[src/rtl/trap_ctrl_pkg.sv]
// Shared types and constants for the supervisor trap controller.
// Holds privilege, FSM state, interrupt cause codes and sie bit positions.
package trap_ctrl_pkg;

    typedef enum logic [1:0] {
        PRIV_U = 2'b00,
        PRIV_S = 2'b01,
        PRIV_M = 2'b11
    } priv_e;

    typedef enum logic [1:0] {
        ST_IDLE     = 2'd0,
        ST_TRAP     = 2'd1,
        ST_REDIRECT = 2'd2
    } state_e;

    localparam logic [4:0] CAUSE_SSI = 5'd1;
    localparam logic [4:0] CAUSE_STI = 5'd5;
    localparam logic [4:0] CAUSE_SEI = 5'd9;

    localparam int SIE_SSIE    = 1;
    localparam int SIE_STIE    = 5;
    localparam int SIE_SEIE    = 9;
    localparam int SSTATUS_SIE = 1;
    localparam int SIP_SSIP    = 1;

    typedef struct packed {
        logic        is_irq;
        logic [4:0]  cause;
        logic [31:0] epc;
        logic [31:0] tval;
    } trap_t;

endpackage

[src/rtl/trap_ctrl_if.sv]
// Trap commit and fetch-redirect bundle between trap_ctrl and the core.
// master = trap_ctrl, slave = CSR file / fetch side.
interface trap_ctrl_if;

    logic        trap_set;
    logic        trap_is_irq;
    logic [4:0]  trap_scause;
    logic [31:0] trap_sepc;
    logic [31:0] trap_stval;
    logic        flush;
    logic        redirect_valid;
    logic [31:0] redirect_pc;
    logic        redirect_ready;
    logic        busy;

    modport master (
        output trap_set, trap_is_irq, trap_scause,
        output trap_sepc, trap_stval, flush,
        output redirect_valid, redirect_pc, busy,
        input  redirect_ready
    );

    modport slave (
        input  trap_set, trap_is_irq, trap_scause,
        input  trap_sepc, trap_stval, flush,
        input  redirect_valid, redirect_pc, busy,
        output redirect_ready
    );

endinterface

[src/rtl/trap_ctrl_time_counter.sv]
// Free-running 32-bit time counter advanced once every TICK_DIV clocks.
// The first increment lands on the TICK_DIV-th edge after reset release.
module time_counter #(
    parameter int unsigned TICK_DIV = 1
) (
    input  logic        clk,
    input  logic        rst_n,
    output logic [31:0] time_value
);

    localparam int unsigned PW =
        (TICK_DIV > 1) ? $clog2(TICK_DIV) : 1;
    localparam logic [PW-1:0] PRE_MAX = PW'(TICK_DIV - 1);
    localparam logic [PW-1:0] PRE_ONE = PW'(1);

    logic [PW-1:0] r_pre;
    logic [31:0]   r_count;
    logic          w_tick;

    assign w_tick = (r_pre == PRE_MAX);

    always_ff @(posedge clk or negedge rst_n) begin
        if (!rst_n) begin
            r_pre   <= '0;
            r_count <= '0;
        end else if (w_tick) begin
            r_pre   <= '0;
            r_count <= r_count + 32'd1;
        end else begin
            r_pre   <= r_pre + PRE_ONE;
        end
    end

    assign time_value = r_count;

endmodule

[src/rtl/trap_ctrl.sv]
// Supervisor-mode trap controller: arbitrates exceptions and interrupts,
// commits the trap to the CSR file and redirects fetch to stvec.
module trap_ctrl
    import trap_ctrl_pkg::*;
#(
    parameter int unsigned TICK_DIV = 1
) (
    input  logic        clk,
    input  logic        rst_n,
    input  priv_e       cur_priv,
    input  logic        exc_valid,
    input  logic [4:0]  exc_cause,
    input  logic [31:0] exc_pc,
    input  logic [31:0] exc_tval,
    input  logic        irq_ok,
    input  logic [31:0] irq_pc,
    input  logic        ext_irq,
    input  logic [31:0] csr_sstatus_q,
    input  logic [31:0] csr_stvec_q,
    input  logic [31:0] csr_sie_q,
    input  logic [31:0] csr_sip_q,
    input  logic [31:0] stimecmp,
    trap_ctrl_if.master trap_if,
    output logic [31:0] time_value,
    output logic [2:0]  irq_pending
);

    logic        r_sync1;
    logic        r_sync2;
    logic        r_stip;
    state_e      r_state;
    state_e      w_next;
    trap_t       r_trap;
    trap_t       w_take;
    logic        w_load;
    logic [31:0] r_rpc;
    logic [31:0] w_time;
    logic [2:0]  w_pend;
    logic [2:0]  w_qual;
    logic        w_gie;
    logic        w_irq;
    logic        w_trap;
    logic        w_redir;
    logic        w_unused;

    time_counter #(
        .TICK_DIV (TICK_DIV)
    ) u_time (
        .clk        (clk),
        .rst_n      (rst_n),
        .time_value (w_time)
    );

    assign w_pend = {r_sync2, r_stip, csr_sip_q[SIP_SSIP]};

    // M-mode never takes S-level interrupts; U always does.
    assign w_gie = (cur_priv == PRIV_U) |
                   ((cur_priv == PRIV_S) &
                    csr_sstatus_q[SSTATUS_SIE]);

    assign w_qual = w_pend & {3{w_gie}} &
                    {csr_sie_q[SIE_SEIE],
                     csr_sie_q[SIE_STIE],
                     csr_sie_q[SIE_SSIE]};

    assign w_irq = irq_ok & (|w_qual);

    always_comb begin
        w_next = r_state;
        w_load = 1'b0;
        w_take = '0;
        unique case (r_state)
            ST_IDLE: begin
                if (exc_valid) begin
                    w_load       = 1'b1;
                    w_take.cause = exc_cause;
                    w_take.epc   = exc_pc;
                    w_take.tval  = exc_tval;
                    w_next       = ST_TRAP;
                end else if (w_irq) begin
                    w_load        = 1'b1;
                    w_take.is_irq = 1'b1;
                    w_take.epc    = irq_pc;
                    if (w_qual[2]) begin
                        w_take.cause = CAUSE_SEI;
                    end else if (w_qual[0]) begin
                        w_take.cause = CAUSE_SSI;
                    end else begin
                        w_take.cause = CAUSE_STI;
                    end
                    w_next = ST_TRAP;
                end
            end
            ST_TRAP: begin
                w_next = ST_REDIRECT;
            end
            ST_REDIRECT: begin
                if (trap_if.redirect_ready) begin
                    w_next = ST_IDLE;
                end
            end
            default: begin
                w_next = ST_IDLE;
            end
        endcase
    end

    always_ff @(posedge clk or negedge rst_n) begin
        if (!rst_n) begin
            r_state <= ST_IDLE;
            r_trap  <= '0;
            r_rpc   <= '0;
            r_sync1 <= 1'b0;
            r_sync2 <= 1'b0;
            r_stip  <= 1'b0;
        end else begin
            r_state <= w_next;
            r_sync1 <= ext_irq;
            r_sync2 <= r_sync1;
            r_stip  <= (w_time >= stimecmp);
            if (w_load) begin
                r_trap <= w_take;
            end
            if (r_state == ST_TRAP) begin
                r_rpc <= csr_stvec_q;
            end
        end
    end

    assign w_trap  = (r_state == ST_TRAP);
    assign w_redir = (r_state == ST_REDIRECT);

    assign trap_if.trap_set    = w_trap;
    assign trap_if.flush       = w_trap;
    assign trap_if.trap_is_irq = w_trap & r_trap.is_irq;
    assign trap_if.trap_scause = w_trap ? r_trap.cause : '0;
    assign trap_if.trap_sepc   = w_trap ? r_trap.epc : '0;
    assign trap_if.trap_stval  = w_trap ? r_trap.tval : '0;
    assign trap_if.redirect_valid = w_redir;
    assign trap_if.redirect_pc    = w_redir ? r_rpc : '0;
    assign trap_if.busy        = (r_state != ST_IDLE);

    assign time_value  = w_time;
    assign irq_pending = w_pend;

    assign w_unused = ^{csr_sstatus_q[31:2], csr_sstatus_q[0],
                        csr_sie_q[31:10], csr_sie_q[8:6],
                        csr_sie_q[4:2], csr_sie_q[0],
                        csr_sip_q[31:2], csr_sip_q[0]};

endmodule

[src/flat_wrapper.sv]
// flat-port wrapper written by rule: the top's interface ports become plain ports
module trap_ctrl_flat import trap_ctrl_pkg::*;
#(
    parameter int unsigned TICK_DIV = 1
)
  (clk, rst_n, cur_priv, exc_valid, exc_cause, exc_pc, exc_tval, irq_ok, irq_pc, ext_irq, csr_sstatus_q, csr_stvec_q, csr_sie_q, csr_sip_q, stimecmp, time_value, irq_pending, trap_if_trap_set, trap_if_trap_is_irq, trap_if_trap_scause, trap_if_trap_sepc, trap_if_trap_stval, trap_if_flush, trap_if_redirect_valid, trap_if_redirect_pc, trap_if_busy, trap_if_redirect_ready);
  trap_ctrl_if trap_if_i ();
  input  logic clk;
  input  logic rst_n;
  input  priv_e cur_priv;
  input  logic exc_valid;
  input  logic [4:0] exc_cause;
  input  logic [31:0] exc_pc;
  input  logic [31:0] exc_tval;
  input  logic irq_ok;
  input  logic [31:0] irq_pc;
  input  logic ext_irq;
  input  logic [31:0] csr_sstatus_q;
  input  logic [31:0] csr_stvec_q;
  input  logic [31:0] csr_sie_q;
  input  logic [31:0] csr_sip_q;
  input  logic [31:0] stimecmp;
  output logic [31:0] time_value;
  output logic [2:0] irq_pending;
  output wire logic [$bits(trap_if_i.trap_set)-1:0] trap_if_trap_set;
  output wire logic [$bits(trap_if_i.trap_is_irq)-1:0] trap_if_trap_is_irq;
  output wire logic [$bits(trap_if_i.trap_scause)-1:0] trap_if_trap_scause;
  output wire logic [$bits(trap_if_i.trap_sepc)-1:0] trap_if_trap_sepc;
  output wire logic [$bits(trap_if_i.trap_stval)-1:0] trap_if_trap_stval;
  output wire logic [$bits(trap_if_i.flush)-1:0] trap_if_flush;
  output wire logic [$bits(trap_if_i.redirect_valid)-1:0] trap_if_redirect_valid;
  output wire logic [$bits(trap_if_i.redirect_pc)-1:0] trap_if_redirect_pc;
  output wire logic [$bits(trap_if_i.busy)-1:0] trap_if_busy;
  input wire logic [$bits(trap_if_i.redirect_ready)-1:0] trap_if_redirect_ready;
  assign trap_if_trap_set = trap_if_i.trap_set;
  assign trap_if_trap_is_irq = trap_if_i.trap_is_irq;
  assign trap_if_trap_scause = trap_if_i.trap_scause;
  assign trap_if_trap_sepc = trap_if_i.trap_sepc;
  assign trap_if_trap_stval = trap_if_i.trap_stval;
  assign trap_if_flush = trap_if_i.flush;
  assign trap_if_redirect_valid = trap_if_i.redirect_valid;
  assign trap_if_redirect_pc = trap_if_i.redirect_pc;
  assign trap_if_busy = trap_if_i.busy;
  assign trap_if_i.redirect_ready = trap_if_redirect_ready;
  trap_ctrl #(.TICK_DIV(TICK_DIV)) u_core (.clk(clk), .rst_n(rst_n), .cur_priv(cur_priv), .exc_valid(exc_valid), .exc_cause(exc_cause), .exc_pc(exc_pc), .exc_tval(exc_tval), .irq_ok(irq_ok), .irq_pc(irq_pc), .ext_irq(ext_irq), .csr_sstatus_q(csr_sstatus_q), .csr_stvec_q(csr_stvec_q), .csr_sie_q(csr_sie_q), .csr_sip_q(csr_sip_q), .stimecmp(stimecmp), .trap_if(trap_if_i), .time_value(time_value), .irq_pending(irq_pending));
endmodule
[config.mk]
export PLATFORM = sky130hd
export DESIGN_NAME = trap_ctrl_flat
export DESIGN_NICKNAME = d
export VERILOG_FILES = /design/src/rtl/trap_ctrl_pkg.sv /design/src/rtl/trap_ctrl_if.sv /design/src/rtl/trap_ctrl_time_counter.sv /design/src/rtl/trap_ctrl.sv /design/src/flat_wrapper.sv
export SDC_FILE = /design/constraint.sdc
export NUM_CORES = 1
export LEC_CHECK = 0
export ABC_AREA = 1
export BUFFER_PORTS_ARGS = -buffer_cell sky130_fd_sc_hd__buf_2
export CORE_AREA = 2 2 159 161
export CTS_CLUSTER_DIAMETER = 60
export DETAILED_ROUTE_END_ITERATION = 10
export DIE_AREA = 0 0 161 163
export PLACE_DENSITY = 0.69
export SKIP_CTS_REPAIR_TIMING = 1
export SYNTH_ARGS = -nofsm -noshare
export SYNTH_HDL_FRONTEND = slang
export SYNTH_HIERARCHICAL = 1
export SYNTH_SLANG_ARGS = --single-unit
[constraint.sdc]
create_clock -name clk -period 2.76 [get_ports clk]
set_input_delay 0.552 -clock clk [delete_from_list [all_inputs] [get_ports clk]]
set_output_delay 0.552 -clock clk [all_outputs]
set_load 0.02 [all_outputs]
==> results of run 1 <==
worst register-to-register path, delay by kind of cell, from the launching register on:
kind / cells / cell delay, ns
buffers and inverters: 2 / 0.32
AOI/OAI and AO/OA: 1 / 0.17
and+or+nand+nor: 5 / 0.77
DFF: 1 / 0.42
per-stage QoR:
| step | worst slack, ns | instance area [sq um] | utilization [%] | power, W | std cells |
|---|---|---|---|---|---|
| global placement | 0.718 | 9800 | 39.7 | 0.00619 | 1701 |
| floorplan | 0.820 | 7970 | - | 0.00524 | 1093 |
| detailed placement | 0.694 | 9800 | 39.7 | 0.00627 | 1701 |
| CTS | 0.394 | 10400 | 42.2 | 0.00868 | 1732 |
| finish | 0.471 | 10400 | 42.2 | 0.00855 | 1734 |
| global route | 0.336 | 10400 | 42.2 | 0.00922 | 1734 |
final timing paths:
path | endpoint
setup / recovery | trap_if_trap_stval[18]
hold / removal | u_core/r_trap[32]
setup reg to reg | u_core/r_trap[0]
hold reg to reg | u_core/r_sync2
max in group asynchronous | u_core/r_rpc[10]
min in group clk | u_core/r_sync1
cell type report:
cell class | count | share of cell area (%)
Antenna cell | 2 | 0.0481
Clock buffer | 18 | 4.22
Clock inverter | 13 | 1.60
Inverter | 177 | 6.40
Multi-Input combinational cell | 726 | 34.0
Sequential cell | 139 | 33.4
Tap cell | 330 | 3.96
Timing Repair Buffer | 329 | 16.4
synth_stat cells (all sizes together):
cell,number
o21a,2
buf,31
inv,177
o22ai,2
nor3,1
nand2,309
nand3,111
a21oi,14
xor2,11
a21o,1
clkbuf,20
nor2,157
o21ai,71
dfrtp,139
ha,33
nand3b,8
nand4,2
xnor2,4
logic make-up (layout without fill, tap and decap cells):
kind of cell,count (synthesis),count (layout),synth area share [%]
simple gates,588,588,31.6
buf+inv,228,537,12.0
flops,139,139,43.7
compound gates,90,90,5.90
fa+ha+maj,33,33,5.18
xor+xnor,15,15,1.65
other cells,0,2,0
where the power goes:
group / switching, W / leakage, nW / internal [W]
clock network: 0.000902 / 0.289 / 0.00145
logic: 0.00219 / 3.99 / 0.000982
registers: 0.000248 / 1.76 / 0.00278
total: 0.00334 / 6.04 / 0.00521
state kept, by name, indices dropped and copies added (netlist names):
| register | cells |
|---|---|
| u_core/r_rpc | 32 |
| u_core/r_state | 2 |
| u_core/r_stip | 1 |
| u_core/r_sync1 | 1 |
| u_core/r_sync2 | 1 |
| u_core/r_trap | 70 |
| u_core/u_time/time_value | 32 |
metal layers:
| layer | GRT usage (%) | up-vias | routed length (microns) | part of all wire (%) |
|---|---|---|---|---|
| met3 | 3.59 | 22 | 1210 | 5.4 |
| met5 | 0 | - | 0 | 0 |
| met2 | 28.6 | 237 | 10900 | 49 |
| li1 | - | 3934 | - | - |
| met4 | 5.52 | 0 | 356 | 1.6 |
| met1 | 21.2 | 3580 | 9860 | 44 |
==> impl_metrics.sql, run 1 <==
INSERT INTO impl_metrics (metric_group, metric, value, unit) VALUES
('run_status', 'run_status', 'finished, final reports clean', ''),
('setup_path', 'rr_startpoint', 'u_core/r_state[1]', ''),
('clock_network', 'max-clock-path-buffers', '2', ''),
('floorplan', 'core_area', '24700', 'sq um'),
('detailed_routing', 'postRouteAntennaNets', '0', ''),
('yosys', 'synthesis.area', '7970', 'sq um'),
('setup_path', 'worst-path-stages', '6', ''),
('global_route', 'grt_start_max_net_pins', '67', ''),
('cells_and_area', 'most-common-layout-cells', '317 x buf_2, 298 x nand2_1, 173 x inv_1', ''),
('clock_network', 'clock-root-buffer', 'clkbuf_16', ''),
('yosys', 'post_synth_num_cell_types', '30', ''),
('yosys', 'post_synth_inst_count', '1093', ''),
('setup_path', 'timing.critical_path.to_type', 'primary output', ''),
('timing', 'clock-skew-final', '0.0139', 'ns'),
('timing', 'setup-violations-final', '0', ''),
('detailed_routing', 'routedWlPerCell', '12.9', 'microns'),
('power', 'power_per_cell_area', '821', 'nW/um^2'),
('place', 'gpl.final_weighted_congestion', '0.830', ''),
('yosys', 'synthesis.nets', '1395', ''),
('yosys', 'synth_top_cells_by_area', 'dfrtp_1 44%, nand2_1 14%, inv_1 8.2%', ''),
('timing', 'timing.setup.tns', '0', 'ns'),
('setup_path', 'r2r_cells', '8', ''),
('power', 'power_leakage', '6.04', 'nW'),
('power', 'vdd.ir_drop.worst', '0.411', 'mV'),
('flow_run', 'maxCapViolations', '0', ''),
('setup_path', 'crit_chain', 'inv_2 -> nor2_4 -> inv_2 -> buf_12 -> nor2_1 -> buf_2', ''),
('setup_path', 'critPathMaxStageDelay', '0.38', 'ns'),
('detailed_routing', 'dr.first_iter.drc_count', '395', ''),
('cells_and_area', 'number_of_nets_in_the_finished_design', '1692', ''),
('detailed_routing', 'wirelength', '22.4', 'mm'),
('yosys', 'synthDominantCellAreaShare', '43.7', '%'),
('cells_and_area', 'area_growth_syn_to_layout', '30.7', '%'),
('detailed_routing', 'post_drt_via_cell_ratio', '4.48', ''),
('min_path', 'hp-class', 'in -> async', ''),
('cells_and_area', 'fill_cells', '2594', ''),
('floorplan', 'fp.dieArea', '26200', 'sq um'),
('timing', 'grt_setup_unrepaired', 'false', ''),
('cells_and_area', 'drive_gt1_share', '28.0', '%'),
('setup_path', 'critPathMaxFanout', '57', ''),
('clock_network', 'clock_tree.htree_level_count', '4', ''),
('cells_and_area', 'mostFrequentLayoutCell', 'buf_2', ''),
('clock_network', 'cts_tree', 'yes', ''),
('setup_path', 'cpMaxStageDelayCell', 'dfrtp_1', ''),
('global_route', 'grt_overflow_total', '0', ''),
('timing', 'worst_pin_slew', '0.746', 'ns'),
('clock_network', 'cts-buffers-inserted', '17', ''),
('timing', 'drv_slew', '0', ''),
('setup_path', 'worst_path_most_repeated_cell', 'inv_2', ''),
('setup_path', 'worst_setup_path_startpoint', 'u_core/r_state[0]', ''),
('floorplan', 'start_util', '32.3', '%'),
('setup_path', 'category_of_the_critical_setup_timing_path', 'reg -> out', ''),
('timing', 'timing_hold_violations_final', '0', ''),
('detailed_routing', 'route.detailed.drc', '0', ''),
('setup_path', 'critPathLaunchType', 'flip-flop', ''),
('setup_path', 'cpLargestDelayFamily', 'buffers and inverters', ''),
('setup_path', 'timing.critical_path.required', '2.21', 'ns'),
('detailed_routing', 'via_count', '7773', ''),
('detailed_routing', 'detailed_routing_iterations_pass_1', '5', ''),
('yosys', 'yosys_warnings', '6', ''),
('global_route', 'grt_first_pass_wirelength', '35.2', 'mm'),
('floorplan', 'ioPinCount', '410', ''),
('timing', 'finalWorstPathRequiredPeriod', '2.29', 'ns'),
('yosys', 'post_synth.cell_area_avg', '7.29', 'sq um'),
('timing', 'period_share', '82.9', '%'),
('clock_network', 'clock_insertion_delay_at_the_later_pin_of_the_skew_report', '0.41', 'ns'),
('timing', 'fin_hold_ws', '0.0487', 'ns'),
('setup_path', 'critPathArrivalTime', '1.74', 'ns'),
('cells_and_area', 'combined_flip_flop_and_latch_cell_area', '3480', 'sq um'),
('clock_network', 'cts_num_sinks', '139', ''),
('yosys', 'ys_ff_latch', '139', ''),
('place', 'buffer_ports.inserted', '318', '');
Power figures use the tool's default switching activity.
==> run 2: changes to the inputs <==
- CORE_AREA: 2 2 159 161 -> 2 2 161 163
- DIE_AREA: 0 0 161 163 -> 0 0 163 165
- PLACE_DENSITY: 0.69 -> 0.67
- clock period: 2.76 -> 2.2 ns (I/O delays scaled with it)
==> run 2 against run 1 <==
Core utilization fell by 0.27 points. Register-to-register slack got worse by 0.57 ns. Highest routed layer unchanged. Sequential power increased by 26%. Combinational power grew 27%. Critical path type unchanged. Die area up 2.5%. Cell count grew 0.40%. Sequential cell count is the same.
==> impl_metrics.sql, run 2 (synthesis results as in run 1) <==
INSERT INTO impl_metrics (metric_group, metric, value, unit) VALUES
('floorplan', 'ioPinCount', '410', ''),
('floorplan', 'die_width', '163', 'microns'),
('clock_network', 'cts_num_sinks', '139', ''),
('cells_and_area', 'most-common-layout-cells', '317 x buf_2, 298 x nand2_1, 172 x inv_1', ''),
('detailed_routing', 'route.detailed.drc', '0', ''),
('setup_path', 'timing.critical_path.to_type', 'primary output', ''),
('clock_network', 'cts.clk_slew.worst_paths', '0.06', 'ns'),
('min_path', 'holdCritStartpoint', 'ext_irq', ''),
('detailed_routing', 'postRouteAntennaNets', '0', ''),
('place', 'gpl.final_weighted_congestion', '0.854', ''),
('cells_and_area', 'area_growth_syn_to_layout', '31.8', '%'),
('place', 'area_after_dpl', '9830', 'sq um'),
('timing', 'period_share', '94.2', '%'),
('power', 'power_leakage', '6.07', 'nW'),
('cells_and_area', 'max_ffs_per_register', '70', ''),
('timing', 'setup_slack_of_the_critical_path_after_layout', '0.127', 'ns'),
('cells_and_area', 'drive_gt1_share', '28.4', '%'),
('min_path', 'min_to', 'u_core/r_sync1', ''),
('setup_path', 'critPathArrivalTime', '1.63', 'ns'),
('timing', 'finalWorstPathRequiredPeriod', '2.07', 'ns'),
('flow_run', 'maxCapViolations', '0', ''),
('timing', 'drv_slew', '0', ''),
('timing', 'slew-limit-headroom', '51.5', '%'),
('setup_path', 'rr_startpoint', 'u_core/r_state[0]', ''),
('run_status', 'run_status', 'finished, final reports clean', ''),
('detailed_routing', 'via_count', '7688', ''),
('global_route', 'grt_first_pass_wirelength', '34.8', 'mm'),
('setup_path', 'critPathLaunchType', 'flip-flop', ''),
('cells_and_area', 'finalInstanceArea', '10500', 'sq um'),
('min_path', 'worst_hold_path.num_cells', '1', ''),
('power', 'power_per_cell_area', '1030', 'nW/um^2'),
('clock_network', 'cts-buffers-inserted', '17', ''),
('global_route', 'grt_overflow_total', '0', ''),
('cells_and_area', 'number_of_nets_in_the_finished_design', '1699', ''),
('min_path', 'hp-class', 'in -> reg', ''),
('cells_and_area', 'finalCoreUtilization', '41.9', '%'),
('clock_network', 'clock_tree.htree_level_count', '4', ''),
('timing', 'grt_setup_unrepaired', 'true', ''),
('setup_path', 'category_of_the_critical_setup_timing_path', 'reg -> out', ''),
('setup_path', 'worst_setup_path_startpoint', 'u_core/r_state[1]', ''),
('timing', 'clock-skew-final', '0.0112', 'ns'),
('cells_and_area', 'registers.top_by_ff_count', 'u_core/r_trap', ''),
('floorplan', 'placementRows', '58', ''),
('setup_path', 'reg2reg_setup_slack', '0.38', 'ns'),
('floorplan', 'core_area', '25000', 'sq um'),
('floorplan', 'die_height', '165', 'microns'),
('timing', 'setup-violations-final', '0', ''),
('clock_network', 'clock_insertion_delay_at_the_later_pin_of_the_skew_report', '0.41', 'ns'),
('clock_network', 'cts_tree', 'yes', ''),
('clock_network', 'max-clock-path-buffers', '2', ''),
('timing', 'worst_pin_slew', '0.728', 'ns'),
('place', 'pre_cts_ws', '0.262', 'ns'),
('detailed_routing', 'detailed_routing_iterations_pass_1', '5', ''),
('floorplan', 'fp.dieArea', '26900', 'sq um'),
('setup_path', 'r2r_cells', '8', ''),
('detailed_routing', 'dr.first_iter.drc_count', '472', ''),
('setup_path', 'critPathMaxFanout', '17', ''),
('timing', 'timing_hold_violations_final', '0', ''),
('timing', 'fin_hold_ws', '0.148', 'ns'),
('power', 'post-layout-total-power', '0.0108', 'W'),
('detailed_routing', 'post_drt_via_cell_ratio', '4.42', ''),
('setup_path', 'regToRegEndpoint', 'u_core/r_trap[5]', ''),
('global_route', 'vias_in_the_first_global_route', '7208', ''),
('timing', 'achievable-frequency', '0.482', 'GHz'),
('clock_network', 'clock-root-buffer', 'clkbuf_16', ''),
('global_route', 'globalRouteTotalUtil', '16.2', '%'),
('setup_path', 'timing.critical_path.required', '1.76', 'ns'),
('global_route', 'grt_start_max_net_pins', '69', ''),
('power', 'vdd.ir_drop.worst', '0.446', 'mV'),
('cells_and_area', 'mostFrequentLayoutCell', 'buf_2', ''),
('place', 'detailed_place_hpwl', '16.5', 'mm'),
('global_route', 'antenna_found_initial', '1', ''),
('detailed_routing', 'routedWlPerCell', '13.0', 'microns'),
('place', 'buffer_ports.inserted', '318', ''),
('floorplan', 'start_util', '31.8', '%'),
('cells_and_area', 'fill_cells', '2608', ''),
('detailed_routing', 'wirelength', '22.6', 'mm');
## run 2: cell count changes in the layout (fill, tap and decap cells not counted), sizes merged
| cell | delta |
|---|---|
| diode | -1 |
| clkbuf | +2 |
| clkinv | -3 |
| clkinvlp | +4 |
| buf | +5 |
| inv | -1 |
| dlygate4sd3 | +1 |
## run 2: worst max-delay path by stage
stage / end / slack [ns] / cells after the start
after floorplan: trap_if_redirect_pc[10] / 0.37 / 4
after global placement: trap_if_redirect_pc[2] / 0.33 / 5
after detailed placement: trap_if_redirect_pc[19] / 0.26 / 5
after CTS: trap_if_redirect_pc[19] / -0.20 / 5
after global routing: trap_if_trap_sepc[4] / -0.01 / 6
final: trap_if_redirect_pc[19] / 0.13 / 6
## run 2: metal layers
metal | vias up | global-route usage, % | part of all wire (%)
met2 | 220 | 27.8 | 48
met5 | - | 0 | 0
met3 | 23 | 3.39 | 5.3
li1 | 3944 | - | -
met1 | 3501 | 20.7 | 45
met4 | 0 | 4.91 | 1.5
## run 2: through the flow
stage	instances	setup TNS, ns
after floorplan	1093	0
after global placement	1704	0
after detailed placement	1704	0
after CTS	1736	-5.36
after global routing	1741	-0.0151
final	1741	0
## run 2: worst max-delay path, cell delays in order, from the launching register on
cell and delay (ns):
dfrtp_1 0.39, inv_2 0.07, nor2_4 0.17, clkinvlp_4 0.10, buf_4 0.20, nor2_1 0.12, buf_2 0.17
## run 2: layout make-up
class,instances,area [sq um],area share (%)
diodes,1,2.50,0.0238
clock buffers,20,457,4.35
clock inverters,12,163,1.55
inverters,177,671,6.39
multi-input cells,726,3550,33.8
flip-flops and latches,139,3480,33.1
well taps,330,413,3.93
repair buffers,335,1760,16.8
repair inverters,1,7.51,0.0715
## run 2: where the power goes
part | total, W | internal (W) | leakage [nW] | switching [W]
clock network | 0.00300 | 0.00186 | 0.286 | 0.00114
logic | 0.00402 | 0.00125 | 4.02 | 0.00276
registers | 0.00380 | 0.00348 | 1.76 | 0.000313
